`src/rtl/message_display_driver.sv`:
```
// rtl/message_display_driver.sv - four-digit multiplexed seven-segment message scroller
//
// Purpose:
//   Shows four consecutive characters from a 16-entry character store on a
//   multiplexed four-digit seven-segment display. The window starts at a base
//   index. The base is latched from scroll_addr once per frame, at the start of
//   digit 0. Each digit slot begins with an anode-off dead time (BLANK) and then
//   shows its character (SHOW).
//
// Configuration:
//   CHAR_RAM_WRITE_EN - when defined, the write ports exist and the store is a
//                       writable RAM. When undefined, the store is a constant
//                       ROM with entry i = i.
//
// Parameters:
//   SLOT_CYCLES  - clock cycles per digit slot
//   BLANK_CYCLES - anode-off cycles at the start of each slot (1..SLOT_CYCLES-1)
//
// Ports:
//   clk         in   1  clock, rising edge
//   reset       in   1  synchronous reset, active low
//   scroll_addr in   4  message start index, latched once per frame
//   wr_en       in   1  character write strobe         (CHAR_RAM_WRITE_EN)
//   wr_addr     in   4  character write index          (CHAR_RAM_WRITE_EN)
//   wr_data     in   4  character code                 (CHAR_RAM_WRITE_EN)
//   an_n        out  4  digit anodes, active low, digit d on an_n[3-d]
//   seg_n       out  7  segments {a,b,c,d,e,f,g}, active low
//   frame_start out  1  one-cycle pulse after the base index is latched

module message_display_driver #(
   parameter int SLOT_CYCLES  = 50000,
   parameter int BLANK_CYCLES = 1000
) (
   input  logic       clk,
   input  logic       reset,
   input  logic [3:0] scroll_addr,
`ifdef CHAR_RAM_WRITE_EN
   input  logic       wr_en,
   input  logic [3:0] wr_addr,
   input  logic [3:0] wr_data,
`endif
   output logic [3:0] an_n,
   output logic [6:0] seg_n,
   output logic       frame_start
);

   localparam int            CW        = (SLOT_CYCLES > 1) ? $clog2(SLOT_CYCLES) : 1;
   localparam logic [CW-1:0] LAST_CNT  = CW'(SLOT_CYCLES - 1);
   localparam logic [CW-1:0] BLANK_CNT = CW'(BLANK_CYCLES);

   typedef enum logic {ST_BLANK, ST_SHOW} state_t;

   state_t        state;
   logic [CW-1:0] slot_cnt;
   logic [CW-1:0] nxt_cnt;
   logic [1:0]    digit;
   logic [1:0]    nxt_digit;
   logic [3:0]    base;
   logic [3:0]    rd_base;
   logic [3:0]    rd_idx;
   logic [3:0]    rd_char;

   function automatic logic [6:0] decode(input logic [3:0] c);
      case (c)
         4'h0: decode = 7'h01;
         4'h1: decode = 7'h4F;
         4'h2: decode = 7'h12;
         4'h3: decode = 7'h06;
         4'h4: decode = 7'h4C;
         4'h5: decode = 7'h24;
         4'h6: decode = 7'h20;
         4'h7: decode = 7'h0F;
         4'h8: decode = 7'h00;
         4'h9: decode = 7'h04;
         4'hA: decode = 7'h08;
         4'hB: decode = 7'h60;
         4'hC: decode = 7'h31;
         4'hD: decode = 7'h42;
         4'hE: decode = 7'h30;
         default: decode = 7'h38;
      endcase
   endfunction

   // Outputs are registered from the next-cycle counter values so that an_n
   // and seg_n line up with slot_cnt/digit as they appear after the edge.
   always_comb begin
      nxt_cnt   = (slot_cnt == LAST_CNT) ? '0 : slot_cnt + 1'b1;
      nxt_digit = (slot_cnt == LAST_CNT) ? digit + 2'd1 : digit;
      // When BLANK_CYCLES is 1, the first character fetch coincides with the
      // base latch edge, so bypass the incoming scroll_addr.
      rd_base   = ((slot_cnt == '0) && (digit == 2'd0)) ? scroll_addr : base;
      rd_idx    = rd_base + {2'b00, nxt_digit};
   end

`ifdef CHAR_RAM_WRITE_EN
   logic [3:0] char_store [16];

   // A read of the index being written returns the old entry, because the
   // fetch registers seg_n on the same edge as the write.
   always_ff @(posedge clk) begin
      if (!reset) begin
         for (int i = 0; i < 16; i++) begin
            char_store[i] <= 4'(i);
         end
      end else if (wr_en) begin
         char_store[wr_addr] <= wr_data;
      end
   end

   assign rd_char = char_store[rd_idx];
`else
   // The constant store holds entry i = i, so the index is the character.
   assign rd_char = rd_idx;
`endif

   always_ff @(posedge clk) begin
      if (!reset) begin
         state       <= ST_BLANK;
         slot_cnt    <= '0;
         digit       <= 2'd0;
         base        <= 4'd0;
         an_n        <= 4'b1111;
         seg_n       <= 7'h7F;
         frame_start <= 1'b0;
      end else begin
         slot_cnt    <= nxt_cnt;
         digit       <= nxt_digit;
         frame_start <= (slot_cnt == '0) && (digit == 2'd0);

         if ((slot_cnt == '0) && (digit == 2'd0)) begin
            base <= scroll_addr;
         end

         if (nxt_cnt < BLANK_CNT) begin
            state <= ST_BLANK;
            an_n  <= 4'b1111;
         end else begin
            state <= ST_SHOW;
            an_n  <= ~(4'b1000 >> nxt_digit);
         end

         // seg_n changes only on entry to SHOW and holds through BLANK.
         if ((state == ST_BLANK) && (nxt_cnt >= BLANK_CNT)) begin
            seg_n <= decode(rd_char);
         end
      end
   end

endmodule

```
`config.mk`:
```
export PLATFORM = sky130hd
export DESIGN_NAME = message_display_driver
export DESIGN_NICKNAME = d
export VERILOG_FILES = /design/src/rtl/message_display_driver.sv
export SDC_FILE = /design/constraint.sdc
export NUM_CORES = 1
export LEC_CHECK = 0
export CAP_MARGIN = 5
export CORE_ASPECT_RATIO = 0.9
export CORE_UTILIZATION = 50
export CTS_CLUSTER_SIZE = 24
export DETAILED_ROUTE_END_ITERATION = 8
export HOLD_SLACK_MARGIN = 0.02
export PLACE_DENSITY = 0.8
export SLEW_MARGIN = 15
export SYNTH_ARGS = -nofsm -noshare
export SYNTH_HDL_FRONTEND = slang
export SYNTH_SLANG_ARGS = --single-unit
```
`constraint.sdc`:
```
create_clock -name clk -period 3.4 [get_ports clk]
set_clock_uncertainty 0.05 [all_clocks]
set_input_delay 1.02 -clock clk [delete_from_list [all_inputs] [get_ports clk]]
set_output_delay 1.02 -clock clk [all_outputs]
set_load 0.03 [all_outputs]
```
# Yosys cells after proc, flatten, opt, wreduce, memory -nomap -nowiden
# Memories as Yosys holds them, arrays and structs flattened. A register that Yosys moved wholly into a read port is not among the register bits.
# Cells that the tools add are included.
# totals
regBits,28
romBits,112
mem_count,1
# op_classes
n_addsub,3
n_lt_le_gt_ge,2
n_eq_ne,1
shift,1
muxes,4
n_bitwise,3
n_reduce_logical,6
# mem_list
memory,depth,width,rd,rd_ports_with_merged_regs,write_ports,line,source
(no name shown),16,7,1,1,0,64,case (c)
# op_table
cell,count
$add 16x1->16 const B,1
$eq 16x16->1 const B,1
$ge 16x10->1 const B,1
$logic_not 16->1,1
$lt 16x10->1 const B,1
$mux 16,1
$add 4x2->4,1
$mux 4,1
$not 4->4,1
$shr 4x2->4 const A,1
$add 2x1->2 const B,1
$logic_and 1x1->1,2
$logic_not 2->1,1
$mux 2,1
$not 1->1,2
$reduce_or 2->1,1
$logic_not 1->1,1
$mux 1,1

# Depth between registers and ports, before layout
# logic_depth
depth_word,4
ltp_mapped,16
depth_no_buf,15

# Worst setup path after synthesis
# OpenSTA, ideal clock, no wires.
# synth_timing
path_type,register to register
from,register slot_cnt[0]
to,register seg_n[6]
setup_ps,137
arrival_time_ps,3250
required_time_ps,3213
setup_slack_ps,-37
stages_incl_launch_ff,14
path_buffers,1
cell_sequence,dfxtp_1 > ha_1 > nand3_1 > clkbuf_1 > nor2_1 > o21ai_0 > inv_1 > fa_1 > nand2b_1 > a211o_1 > nand2_1 > mux2_2 > a211oi_1 > o211ai_1
# synth_between
word_cells_on_any_way,10
# synth_lines
item,line,source
"start, declared",54,logic [CW-1:0] slot_cnt;
"start signal, assigned",126,slot_cnt <= nxt_cnt;
$eq 16x16->1,88,nxt_digit = (slot_cnt == LAST_CNT) ? digit + 2'd1 : digit;
$mux 2,88,
net nxt_digit[1],57,logic [1:0] nxt_digit;
$add 4x2->4,92,"rd_idx = rd_base + {2'b00, nxt_digit};"
"end, declared",43,"output logic [6:0] seg_n,"
# The timed path passes the listed nets, and every way through them passes these cells.
# A chain may end at the register's enable or synchronous reset.

# Worst setup path after layout
# layout_timing
from,register slot_cnt[13]
to,register seg_n[3]
# Same word-level chain as after synthesis.

==> results.ini <==
[yosys]
netlist_area_sq_um=2060
synth_ff_type=dfxtp_1
async_flop_share_pct=0
avgSynthCellArea_sq_um=8.56
ys_seq_elements=35
yosysSeqAreaShare_pct=34.0
synthCells=241
yosysWarnings=0
syn-num-nets=259
synth_edf_count=0
yosysUniqueCellTypes=56

[worst_setup_path]
slowest_stage=fa_2
cp.required_ps=3480
path_cells=nor4_4, nand4_1, nor2_4, xnor2_2, inv_2, ha_4, inv_2, fa_2, nand2b_4, a211o_1, nand2_2, buf_6, mux2_4, mux2i_1, o211ai_1
slowest_delay_ps=370
crit_path_frequent_cell=inv_2
path_class=reg -> reg
start_kind=flop
cp.arrival_ps=3440
crit_fanout=4
worstSetupEndpointType=flop

[global_routing]
antenna_found_initial=0
grt_overflow=0
grt_pass1_wl_um=7850
grtUsageMet1_pct=30.1
grt_pass1_vias=1722
grtUsageTotal_pct=22.6
grt_use_met2_pct=35.3
use_met3_pct=4.84
busiest_layer=met2
grt_max_degree=14

[clocking]
htreeDepth=2
tritoncts=yes
cts-root-buf=clkbuf_8
cts_hold_buf=0
cts_buffer_depth=2
cts_buffers=5
clkTransAtPathRegs_ps=70
clock_latency_ps=290
clock_sinks=35

[sta]
relSlewSlack_pct=69.7
fin_crit_ps=3360
slew_viol_final=0
hold_viol_final=0
tightest_slew_ps=453
finalSetupViolations=0
timing.fmax_mhz=298
timing.final.crit_share_pct=98.8
rsz0062_at_grt=true
tns_ps=0

[routing]
firstDrtPassIters=4
wl_per_cell_um=14.1
wl_um=4730
via_count=1859
drtAntennaViolNets=0
drc=0
viasPerCell=5.53
drt-initial-drc-count=158

[floorplanning]
dieHeight_um=62.9
rows=21
core-area_sq_um=3840
ios=18
start_util_pct=53.8
fp.dieW_um=69.7
design.die.area_sq_um=4380

[cells_and_area]
fin_nets=307
final_common_cell=buf_4
final_cell_mix=buf_4 (37), dfxtp_1 (34), nor2_1 (27)
drive_gt1_share_pct=24.8
diodes=0
area_growth_pct=31.8
fin_util_pct=70.8

[min_path]
hp-class=reg -> reg

[power_and_ir_drop]
ir_drop_mv=0.258
power_density_nw_per_um2=397
p_leak_nw=1.12

[outcome]
run_status=finished, final reports clean

[place]
gp_congestion=0.824
portBuffers=17
dp_hpwl_um=3280

[run]
drv_cap=0

-- synth_stat cells, types with 3 or more instances --
cell type / n / share of area [%]
dfxtp_1: 35 / 34
nor2_1: 28 / 5.1
nand2_1: 18 / 3.3
inv_1: 16 / 2.9
xnor2_1: 15 / 6.4
nand3_1: 12 / 2.9
ha_1: 11 / 6.7
a21oi_1: 8 / 1.9
clkbuf_1: 8 / 1.5
mux2i_1: 6 / 2.9
nor3_1: 6 / 1.5
o21ai_0: 5 / 1.2
mux2_2: 4 / 2.2
nor3b_1: 4 / 1.5
a32oi_1: 3 / 1.3
and2_1: 3 / 0.91
buf_2: 3 / 0.73
nand4_1: 3 / 0.91
nor2b_1: 3 / 0.91
o211ai_1: 3 / 1.1
-- flip-flops by register name (all words and copies together) (netlist names) --
register     flops
seg_n            7
base             4
state            1
digit            2
an_n             4
slot_cnt        16
frame_start      1
-- metrics by stage --
| step | std cells | hold slack (ps) | setup WS, ps | total power, mW | cell area (sq um) |
|---|---|---|---|---|---|
| floorplan | 241 | 412 | 44.0 | 0.545 | 2060 |
| global placement | 323 | 415 | -199 | 0.610 | 2470 |
| detailed placement | 323 | 422 | -318 | 0.614 | 2470 |
| CTS | 332 | 449 | 9.90 | 1.06 | 2630 |
| global route | 336 | 486 | -110 | 1.13 | 2720 |
| finish | 336 | 445 | 41.4 | 1.08 | 2720 |
-- cells by family after synthesis --
family / after synthesis / synth area share, %
XOR/XNOR: 17 / 7.22
AND/OR/NAND/NOR: 97 / 25.5
flip-flops: 35 / 34.0
AO/OA/AOI/OAI: 40 / 14.3
adder cells (fa/ha/maj): 12 / 7.65
buffers and inverters: 30 / 6.25
multiplexers: 10 / 5.10
-- worst max-delay path: cells and delay by family (launching register included) --
family | cells | cell delay [ps]
AND/OR/NAND/NOR | 5 | 1110
adder cells (fa/ha/maj) | 2 | 500
AO/OA/AOI/OAI | 2 | 440
multiplexers | 2 | 410
flip-flops | 1 | 340
buffers and inverters | 3 | 250
XOR/XNOR | 1 | 110
-- final cells by class --
type | count | area (sq um)
Clock buffer | 5 | 68.8
Clock inverter | 3 | 67.6
Fill cell | 298 | 1120
Inverter | 16 | 60.1
Multi-Input combinational cell | 176 | 1300
Sequential cell | 35 | 702
Tap cell | 46 | 57.6
Timing Repair Buffer | 55 | 459
-- power breakdown --
part | leakage [nW] | internal, mW | switching (mW) | total (mW)
clock network | 0.0644 | 0.292 | 0.157 | 0.449
logic | 0.771 | 0.107 | 0.0986 | 0.205
registers | 0.285 | 0.418 | 0.00554 | 0.424
-- what timing repair did --
action	CTS	global route
setup buffers	1	4
pin swaps	1	10
cloned	0	0
resized for setup	3	15
endpoints found under the setup margin	2	7
-- final timing paths --
path / cells after the start / start / endpoint / slack (ps)
worst min-delay path: 2 / seg_n[6] / seg_n[6] / 450
worst max-delay path: 15 / slot_cnt[13] / seg_n[3] / 40
worst max register to register: 15 / slot_cnt[13] / seg_n[3] / 40
worst min register to register: 2 / seg_n[6] / seg_n[6] / 450
-- routing by layer --
metal / part of all wire [%] / routed length [um]
met5: 0 / 0
met4: 1.4 / 66
met3: 3.7 / 176
met2: 46 / 2170
met1: 49 / 2330
Note: power is estimated with default switching activity, not from simulation.
